==> src/rtl/spi_proto_pkg.sv <==
// Shared constants and state encoding for the 4-bit-command SPI protocol.
package spi_proto_pkg;

  localparam logic [3:0] CMD_READ  = 4'b1010;
  localparam logic [3:0] CMD_WRITE = 4'b1011;

  localparam int CMD_BITS      = 4;
  localparam int ADDR_BITS     = 4;
  localparam int DUMMY_CLKS    = 2;
  localparam int DATA_MAX_BITS = 16;

  localparam logic [3:0] STATUS_ADDR = 4'd15;

  typedef enum logic [2:0] {
    ST_IDLE,
    ST_CMD,
    ST_ADDR,
    ST_DUMMY,
    ST_WR_DATA,
    ST_RD_DATA,
    ST_IGNORE
  } spi_state_e;

endpackage

==> src/rtl/spi_edge_sync.sv <==
// Pin synchronizer with rise/fall detection; one instance per SPI pin.
module spi_edge_sync #(
  parameter int SYNC_STAGES = 2
) (
  input  logic clk_i,
  input  logic rst_n_i,
  input  logic pin_i,
  output logic level_o,
  output logic rise_o,
  output logic fall_o
);

  logic [SYNC_STAGES-1:0] sync_q;
  logic                   prev_q;

  always_ff @(posedge clk_i) begin
    if (!rst_n_i) begin
      sync_q <= '0;
      prev_q <= 1'b0;
    end else begin
      sync_q <= {sync_q[SYNC_STAGES-2:0], pin_i};
      prev_q <= sync_q[SYNC_STAGES-1];
    end
  end

  assign level_o = sync_q[SYNC_STAGES-1];
  assign rise_o  = level_o & ~prev_q;
  assign fall_o  = ~level_o & prev_q;

endmodule

==> src/rtl/spi_slave_responder.sv <==
// SPI target responder serving a 16x16 register file, oversampled on clk_i.
// Optional SPI_RESP_STATUS_EN: address 15 becomes a read-only {err_cnt, wr_cnt} status word.
//   state      | meaning
//   ST_IDLE    | waiting for CS fall
//   ST_CMD     | shifting in 4-bit command
//   ST_ADDR    | shifting in 4-bit address
//   ST_DUMMY   | two ignored clocks
//   ST_WR_DATA | collecting up to 16 write bits
//   ST_RD_DATA | shifting out read word
//   ST_IGNORE  | illegal command, wait for CS rise
import spi_proto_pkg::*;

module spi_slave_responder #(
  parameter int SYNC_STAGES = 2
) (
  input  logic        clk_i,
  input  logic        rst_n_i,
  input  logic        spi_clk_i,
  input  logic        spi_cs_n_i,
  input  logic        spi_sdi_i,
  output logic        spi_sdo_o,
  output logic        spi_sdo_oe_o,
  output logic        wr_vld_o,
  output logic [3:0]  wr_addr_o,
  output logic [15:0] wr_data_o,
  output logic        err_o,
  input  logic [3:0]  loc_addr_i,
  output logic [15:0] loc_rdata_o
);

  logic sclk_lvl, sclk_rise, sclk_fall;
  logic cs_lvl, cs_rise, cs_fall;
  logic sdi_lvl, sdi_rise, sdi_fall;

  spi_edge_sync #(.SYNC_STAGES(SYNC_STAGES)) u_sync_sclk (
    .clk_i(clk_i), .rst_n_i(rst_n_i), .pin_i(spi_clk_i),
    .level_o(sclk_lvl), .rise_o(sclk_rise), .fall_o(sclk_fall));
  spi_edge_sync #(.SYNC_STAGES(SYNC_STAGES)) u_sync_cs (
    .clk_i(clk_i), .rst_n_i(rst_n_i), .pin_i(spi_cs_n_i),
    .level_o(cs_lvl), .rise_o(cs_rise), .fall_o(cs_fall));
  spi_edge_sync #(.SYNC_STAGES(SYNC_STAGES)) u_sync_sdi (
    .clk_i(clk_i), .rst_n_i(rst_n_i), .pin_i(spi_sdi_i),
    .level_o(sdi_lvl), .rise_o(sdi_rise), .fall_o(sdi_fall));

  logic unused_sync;
  assign unused_sync = &{1'b0, sclk_lvl, cs_lvl, sdi_rise, sdi_fall};

  spi_state_e  state_q;
  logic [4:0]  bit_cnt_q;
  logic [3:0]  cmd_q, addr_q;
  logic        is_rd_q;
  logic [15:0] rx_q, tx_q;
  logic [15:0] regs_q [16];

  logic [3:0]  cmd_shift, addr_shift;
  logic [15:0] wr_word, spi_rword;
  logic        wr_blocked;

  assign cmd_shift  = {cmd_q[2:0], sdi_lvl};
  assign addr_shift = {addr_q[2:0], sdi_lvl};
  // Partial writes are left-aligned; n is never 0 where this is used.
  assign wr_word    = rx_q << (5'd16 - bit_cnt_q);

`ifdef SPI_RESP_STATUS_EN
  logic [7:0]  wr_cnt_q, err_cnt_q;
  logic [15:0] status_word;
  assign status_word = {err_cnt_q, wr_cnt_q};
  assign wr_blocked  = (addr_q == STATUS_ADDR);
`else
  assign wr_blocked  = 1'b0;
`endif

  always_comb begin
    loc_rdata_o = regs_q[loc_addr_i];
    spi_rword   = regs_q[addr_shift];
`ifdef SPI_RESP_STATUS_EN
    if (loc_addr_i == STATUS_ADDR) loc_rdata_o = status_word;
    if (addr_shift == STATUS_ADDR) spi_rword = status_word;
`endif
  end

  always_ff @(posedge clk_i) begin
    if (!rst_n_i) begin
      state_q      <= ST_IDLE;
      bit_cnt_q    <= '0;
      cmd_q        <= '0;
      addr_q       <= '0;
      is_rd_q      <= 1'b0;
      rx_q         <= '0;
      tx_q         <= '0;
      spi_sdo_o    <= 1'b0;
      spi_sdo_oe_o <= 1'b0;
      wr_vld_o     <= 1'b0;
      wr_addr_o    <= '0;
      wr_data_o    <= '0;
      err_o        <= 1'b0;
      for (int i = 0; i < 16; i++) regs_q[i] <= '0;
`ifdef SPI_RESP_STATUS_EN
      wr_cnt_q     <= '0;
      err_cnt_q    <= '0;
`endif
    end else begin
      wr_vld_o <= 1'b0;
      err_o    <= 1'b0;
      if (cs_fall) begin
        state_q      <= ST_CMD;
        bit_cnt_q    <= '0;
        spi_sdo_o    <= 1'b0;
        spi_sdo_oe_o <= 1'b0;
      end else if (cs_rise) begin
        state_q      <= ST_IDLE;
        spi_sdo_o    <= 1'b0;
        spi_sdo_oe_o <= 1'b0;
        case (state_q)
          ST_WR_DATA: begin
            if (bit_cnt_q != 5'd0) begin
              if (wr_blocked) begin
                err_o <= 1'b1;
              end else begin
                regs_q[addr_q] <= wr_word;
                wr_vld_o       <= 1'b1;
                wr_addr_o      <= addr_q;
                wr_data_o      <= wr_word;
`ifdef SPI_RESP_STATUS_EN
                wr_cnt_q       <= wr_cnt_q + 8'd1;
`endif
              end
            end
          end
          ST_CMD, ST_ADDR, ST_DUMMY: begin
            err_o <= 1'b1;
`ifdef SPI_RESP_STATUS_EN
            err_cnt_q <= err_cnt_q + 8'd1;
`endif
          end
          default: ;
        endcase
      end else begin
        case (state_q)
          ST_CMD: if (sclk_rise) begin
            cmd_q <= cmd_shift;
            if (bit_cnt_q == 5'(CMD_BITS - 1)) begin
              bit_cnt_q <= '0;
              if (cmd_shift == CMD_READ || cmd_shift == CMD_WRITE) begin
                is_rd_q <= (cmd_shift == CMD_READ);
                state_q <= ST_ADDR;
              end else begin
                err_o   <= 1'b1;
                state_q <= ST_IGNORE;
`ifdef SPI_RESP_STATUS_EN
                err_cnt_q <= err_cnt_q + 8'd1;
`endif
              end
            end else begin
              bit_cnt_q <= bit_cnt_q + 5'd1;
            end
          end
          ST_ADDR: if (sclk_rise) begin
            addr_q <= addr_shift;
            if (bit_cnt_q == 5'(ADDR_BITS - 1)) begin
              bit_cnt_q <= '0;
              state_q   <= ST_DUMMY;
              if (is_rd_q) tx_q <= spi_rword;
            end else begin
              bit_cnt_q <= bit_cnt_q + 5'd1;
            end
          end
          ST_DUMMY: if (sclk_rise) begin
            if (bit_cnt_q == 5'(DUMMY_CLKS - 1)) begin
              bit_cnt_q <= '0;
              rx_q      <= '0;
              state_q   <= is_rd_q ? ST_RD_DATA : ST_WR_DATA;
            end else begin
              bit_cnt_q <= bit_cnt_q + 5'd1;
            end
          end
          ST_WR_DATA: if (sclk_rise && bit_cnt_q < 5'(DATA_MAX_BITS)) begin
            rx_q      <= {rx_q[14:0], sdi_lvl};
            bit_cnt_q <= bit_cnt_q + 5'd1;
          end
          ST_RD_DATA: if (sclk_fall) begin
            spi_sdo_oe_o <= 1'b1;
            if (bit_cnt_q < 5'(DATA_MAX_BITS)) begin
              spi_sdo_o <= tx_q[15];
              tx_q      <= {tx_q[14:0], 1'b0};
              bit_cnt_q <= bit_cnt_q + 5'd1;
            end else begin
              spi_sdo_o <= 1'b0;
            end
          end
          default: ;
        endcase
      end
    end
  end

endmodule
==> config.mk <==
export PLATFORM = sky130hd
export DESIGN_NAME = spi_slave_responder
export DESIGN_NICKNAME = d
export VERILOG_FILES = /design/src/rtl/spi_proto_pkg.sv /design/src/rtl/spi_edge_sync.sv /design/src/rtl/spi_slave_responder.sv
export SDC_FILE = /design/constraint.sdc
export NUM_CORES = 1
export LEC_CHECK = 0
export CAP_MARGIN = 20
export CORE_MARGIN = 4
export CORE_UTILIZATION = 62
export DETAILED_ROUTE_END_ITERATION = 6
export PLACE_DENSITY = 0.8
export REMOVE_ABC_BUFFERS = 1
export SLEW_MARGIN = 10
export SYNTH_ARGS = -nofsm -noshare
export SYNTH_HDL_FRONTEND = slang
export SYNTH_SLANG_ARGS = --single-unit
==> constraint.sdc <==
create_clock -name clk_i -period 4.3 [get_ports clk_i]
set_input_delay 0.43 -clock clk_i [delete_from_list [all_inputs] [get_ports clk_i]]
set_output_delay 0.43 -clock clk_i [all_outputs]
set_load 0.1 [all_outputs]
# Word-level counts from Yosys, hierarchy flattened

Memories as Yosys holds them, arrays and structs flattened.
Cells that the tools add are included.

Bits in registers: 80
Latch bits: 0
Bits in writable memories: 256
Bits in read-only memories: 0
Bits of input ports: 9
Output and inout bits: 40
Word-level logic and storage cells: 130
Memories: 1

Add/sub/neg operators: 2
Multipliers: 0
Divide/modulo/power cells: 0
$lt $le $gt $ge: 1
Equal/unequal tests: 26
Shift-type cells: 1
Multiplexer cells: 46
Bitwise operators: 11
Reduce and logical (&&, ||, !) cells: 23

Memories:

| name   | depth | width | rd ports | clocked after memory_dff | wr ports | line                      | RTL |
|---|---|---|---|---|---|---|---|
| regs_q | 16    | 16    | 2        | 0                        | 16       | spi_slave_responder.sv:53 | `logic [15:0] regs_q [16];` |

Operator list:

| cell                  | count |
|---|---|
| $mux W16              | 9 |
| $pmux W16 S2          | 2 |
| $mux W5               | 7 |
| $ne A4 B4 Y1 const B  | 6 |
| $mux W3               | 7 |
| $reduce_and A7 Y1     | 3 |
| $ne A2 B2 Y1 const B  | 10 |
| $pmux W5 S4           | 1 |
| $mux W1               | 18 |
| $reduce_or A16 Y1     | 1 |
| $shl A16 B5 Y16       | 1 |
| $reduce_and A4 Y1     | 3 |
| $reduce_and A6 Y1     | 2 |
| $reduce_bool A5 Y1    | 2 |
| $pmux W3 S3           | 1 |
| $eq A4 B4 Y1 const B  | 2 |
| $reduce_and A8 Y1     | 1 |
| $not A1 Y1            | 7 |
| $eq A3 B2 Y1 const B  | 2 |
| $eq A3 B3 Y1 const B  | 2 |
| $reduce_or A3 Y1      | 2 |
| $add A5 B1 Y5 const B | 1 |
| $eq A5 B1 Y1 const B  | 1 |
| $eq A5 B2 Y1 const B  | 1 |
| 13 further kinds      | 18 |

# Longest topological paths before layout

Depth in word-level cells: 9
Depth in mapped cells: 11
Depth with buffers taken out: 9

# Hierarchy

From an unflattened synthesis, not the netlist that was laid out.

Cell total of the unflattened synthesis: 1343
Area, all modules: 16993.8 um^2

By module, submodules not included:

| module              | times used | cells an instance | area each (um^2) | sequential area each (um^2) |
|---|---|---|---|---|
| spi_slave_responder | 1          | 1319              | 16719.8          | 9128.8 |
| spi_edge_sync       | 3          | 8                 | 91.3             | 60.1 |

# Worst setup path before layout

No wires, ideal clock.

Kind: register -> register
Start point: register bit_cnt_q[0]
End point: memory regs_q[13][0] (enable)
Setup time: 0.372 ns
Arrival time: 2.576 ns
Data required time: 3.928 ns
Slack: 1.353 ns
Cell stages (with the launch flop): 12
Buffers on the path: 3
Period minus slack after synthesis: 2.947 ns
Cells stage by stage: dfxtp_1 buf_6 inv_2 ha_1 nor3b_1 ha_1 nand4b_1 nor2b_1 clkbuf_1 nand3_1 clkbuf_1 nand2_1

RTL lines:

| element                | line                       | RTL |
|---|---|---|
| from (decl)            | spi_slave_responder.sv:49  | `logic [4:0] bit_cnt_q;` |
| from (signal assigned) | spi_slave_responder.sv:155 | `bit_cnt_q <= bit_cnt_q + 5'd1;` |
| from (signal assigned) | spi_slave_responder.sv:165 | `bit_cnt_q <= bit_cnt_q + 5'd1;` |
| from (signal assigned) | spi_slave_responder.sv:174 | `bit_cnt_q <= bit_cnt_q + 5'd1;` |
| to (decl)              | spi_slave_responder.sv:53  |  |

==> out/qor.yml <==
status: "completed"
grt_max_degree: 40
io_buffers: 48
clock_sinks: 336
dp_hpwl_um: 31600
ys_warn_count: 0
synth_area_per_cell_um2: 12.6
routabilityCongestion: 0.920
htreeDepth: 2
wl_per_cell_um: 28.2
hold_buffers: 0
cts_made_buffers: 35
rsz0062_at_grt: "no"
clockBufferDepth: 3
cp.arrival_ps: 3650
synth_cell_types: 82
synth_area_um2: 17100
dominantRegCellSynth: "edfxtp_1"
fp.dieW_um: 174
vias_per_cell: 7.18
hold_path_class: "register to register"
whs_endpoint: "u_sync_cs.sync_q[1]"
synth-edff-count: 256
multi_input_area_um2: 7230
cts.clk_slew.worst_paths_ps: 60
ioPinCount: 49
core_area_um2: 27000
leakagePower_uw: 0.00610
vdd_drop_max_v: 0.000379
synth-seq-cells: 336
drt-total-wl_um: 49400
drv_slew: 0
path_class: "register to register"
track_usage_pct: 32.3
finalNetCount: 1402
endpoint_kind: "register"
synthCells: 1359
final_cell_mix: "nor2_1, edfxtp_1, mux4_2"
relSlewSlack_pct: 21.1
hold_start: "u_sync_cs.sync_q[0]"
final_hold_viol_count: 0
synthArstFlopShare_pct: 0
reg2reg_to: "regs_q[3][10]"
fin_tns_setup_ps: 0
grt_pass1_wl_um: 74500
finalClockSkew_ps: 44.8
powerDensity_nw_per_um2: 389
dieHeight_um: 174
cts_setup_buffers: 0
regToRegSetupSlack_ps: 900
cts_resized: 0
layout_commonest_cell: "nor2_1"
register_area_um2: 9300
crit_required_ps: 4550
cts_tree: "done"
final_area_um2: 19000
rows: 60
hold_depth: 1
drive_above_1_share_pct: 22.0
period_needed_ps: 3400
grt_pass1_vias: 12300
worst_slew_pin_slew_ps: 1180
crit_path_start_kind: "register"
r2r_start: "bit_cnt_q[1]"
post_dp_cell_area_um2: 17900
antenna_found_initial: 0
cap_violations: 0
clock_latency_ps: 550
rr_worst_depth: 8
n_antenna_cell: 0
ys_seq_area_share_pct: 54.4
n_fill_cell: 1869
area_growth_pct: 11.4
drtAntennaViolNets: 0
dieArea_um2: 30300
first_pass_iters: 7
drt_first_iter_violations: 2044
fmax_mhz: 294
num_vias: 12600
cp_max_fo: 16
drc_errors: 0
start_util_pct: 63.2
finalSetupViolations: 0
cts-root-buf: "clkbuf_16"
post-route-period-util_pct: 79.0
grt_remaining_overflow: 0
## flip-flops by register name, summed over array words and instances (netlist names)
name / cells
is_rd_q: 1
addr_q: 4
err_o: 1
u_sync_cs.prev_q: 1
spi_sdo_o: 1
cmd_q: 3
wr_addr_o: 4
u_sync_sclk.sync_q: 2
u_sync_sdi.sync_q: 2
u_sync_cs.sync_q: 2
spi_sdo_oe_o: 1
wr_vld_o: 1
wr_data_o: 16
state_q: 3
tx_q: 16
bit_cnt_q: 5
regs_q: 256
rx_q: 16
u_sync_sclk.prev_q: 1
## how the worst max path moves through the flow
stage                               from             end  depth (start not counted)
floorplan           u_sync_sdi.sync_q[1]        tx_q[10]                          5
detailed placement          bit_cnt_q[1]  regs_q[14][10]                          8
global route                bit_cnt_q[1]    regs_q[9][4]                          8
global placement            bit_cnt_q[1]   regs_q[0][10]                          7
CTS                         bit_cnt_q[1]    regs_q[9][4]                          8
finish                      bit_cnt_q[1]   regs_q[3][10]                          8
## layout make-up
class	count	share of cell area, %
multi-input combinational	895	38.0
clock inverter	18	1.01
tap	341	2.24
sequential	336	48.8
inverter	12	0.237
timing repair buffer	105	4.65
clock buffer	45	5.07
## worst max-delay path, cell delays in order, from the launching register on
cell	delay, ps
dfxtp_1	490
inv_1	120
ha_1	720
buf_4	280
mux2i_1	230
o22ai_1	200
a22o_1	280
o21ai_2	710
nor2_1	90
## power breakdown
group / internal, uW / total [uW] / switching (uW)
Combinational: 243 / 655 / 412
Clock: 1780 / 3080 / 1290
Sequential: 3600 / 3680 / 82.8
## cells in the mapped netlist, drive strengths merged (15+ instances only)
master,number,area (um2)
nor2,312,1170
edfxtp,256,7690
mux4,125,2820
nand2,88,330
dfxtp,80,1600
buf,58,309
clkbuf,58,219
mux2i,44,440
o21ai,41,220
a21oi,31,159
mux2,29,327
nand3,23,115
a22o,20,175
nor2b,15,93.8
## logic make-up after synthesis
| kind of cell | Yosys count | share of synthesized area [%] |
|---|---|---|
| buffers and inverters | 128 | 3.35 |
| muxes | 198 | 21.0 |
| and+or+nand+nor | 504 | 12.8 |
| DFF | 336 | 54.4 |
| AOI/OAI and AO/OA | 183 | 7.85 |
| adders and majority gates | 8 | 0.586 |
| xor gates and xnor gates | 2 | 0.103 |
## through the flow
step	util, %	power (uW)	worst slack (ps)	hold WS [ps]	cells
2_1_floorplan	-	4160	497	412	1243
3_3_place_gp	66.2	4370	1100	414	1689
3_5_place_dp	66.2	4390	1010	423	1689
4_1_cts	70.5	7410	969	446	1752
5_1_grt	70.5	7580	636	474	1752
6_report	70.5	7420	901	439	1752
## layer usage
layer  part of all wire (%)  GRT usage [%]  up-vias  routed length [um]
li1                       -              -     5179                   -
met1                     35           43.3     6115               17200
met2                     47           51.6     1105               23200
met3                     14           8.07      177                6970
met4                    4.3           12.4        0                2120
met5                      0              0        -                   0
Note: power is estimated with default switching activity, not from simulation.
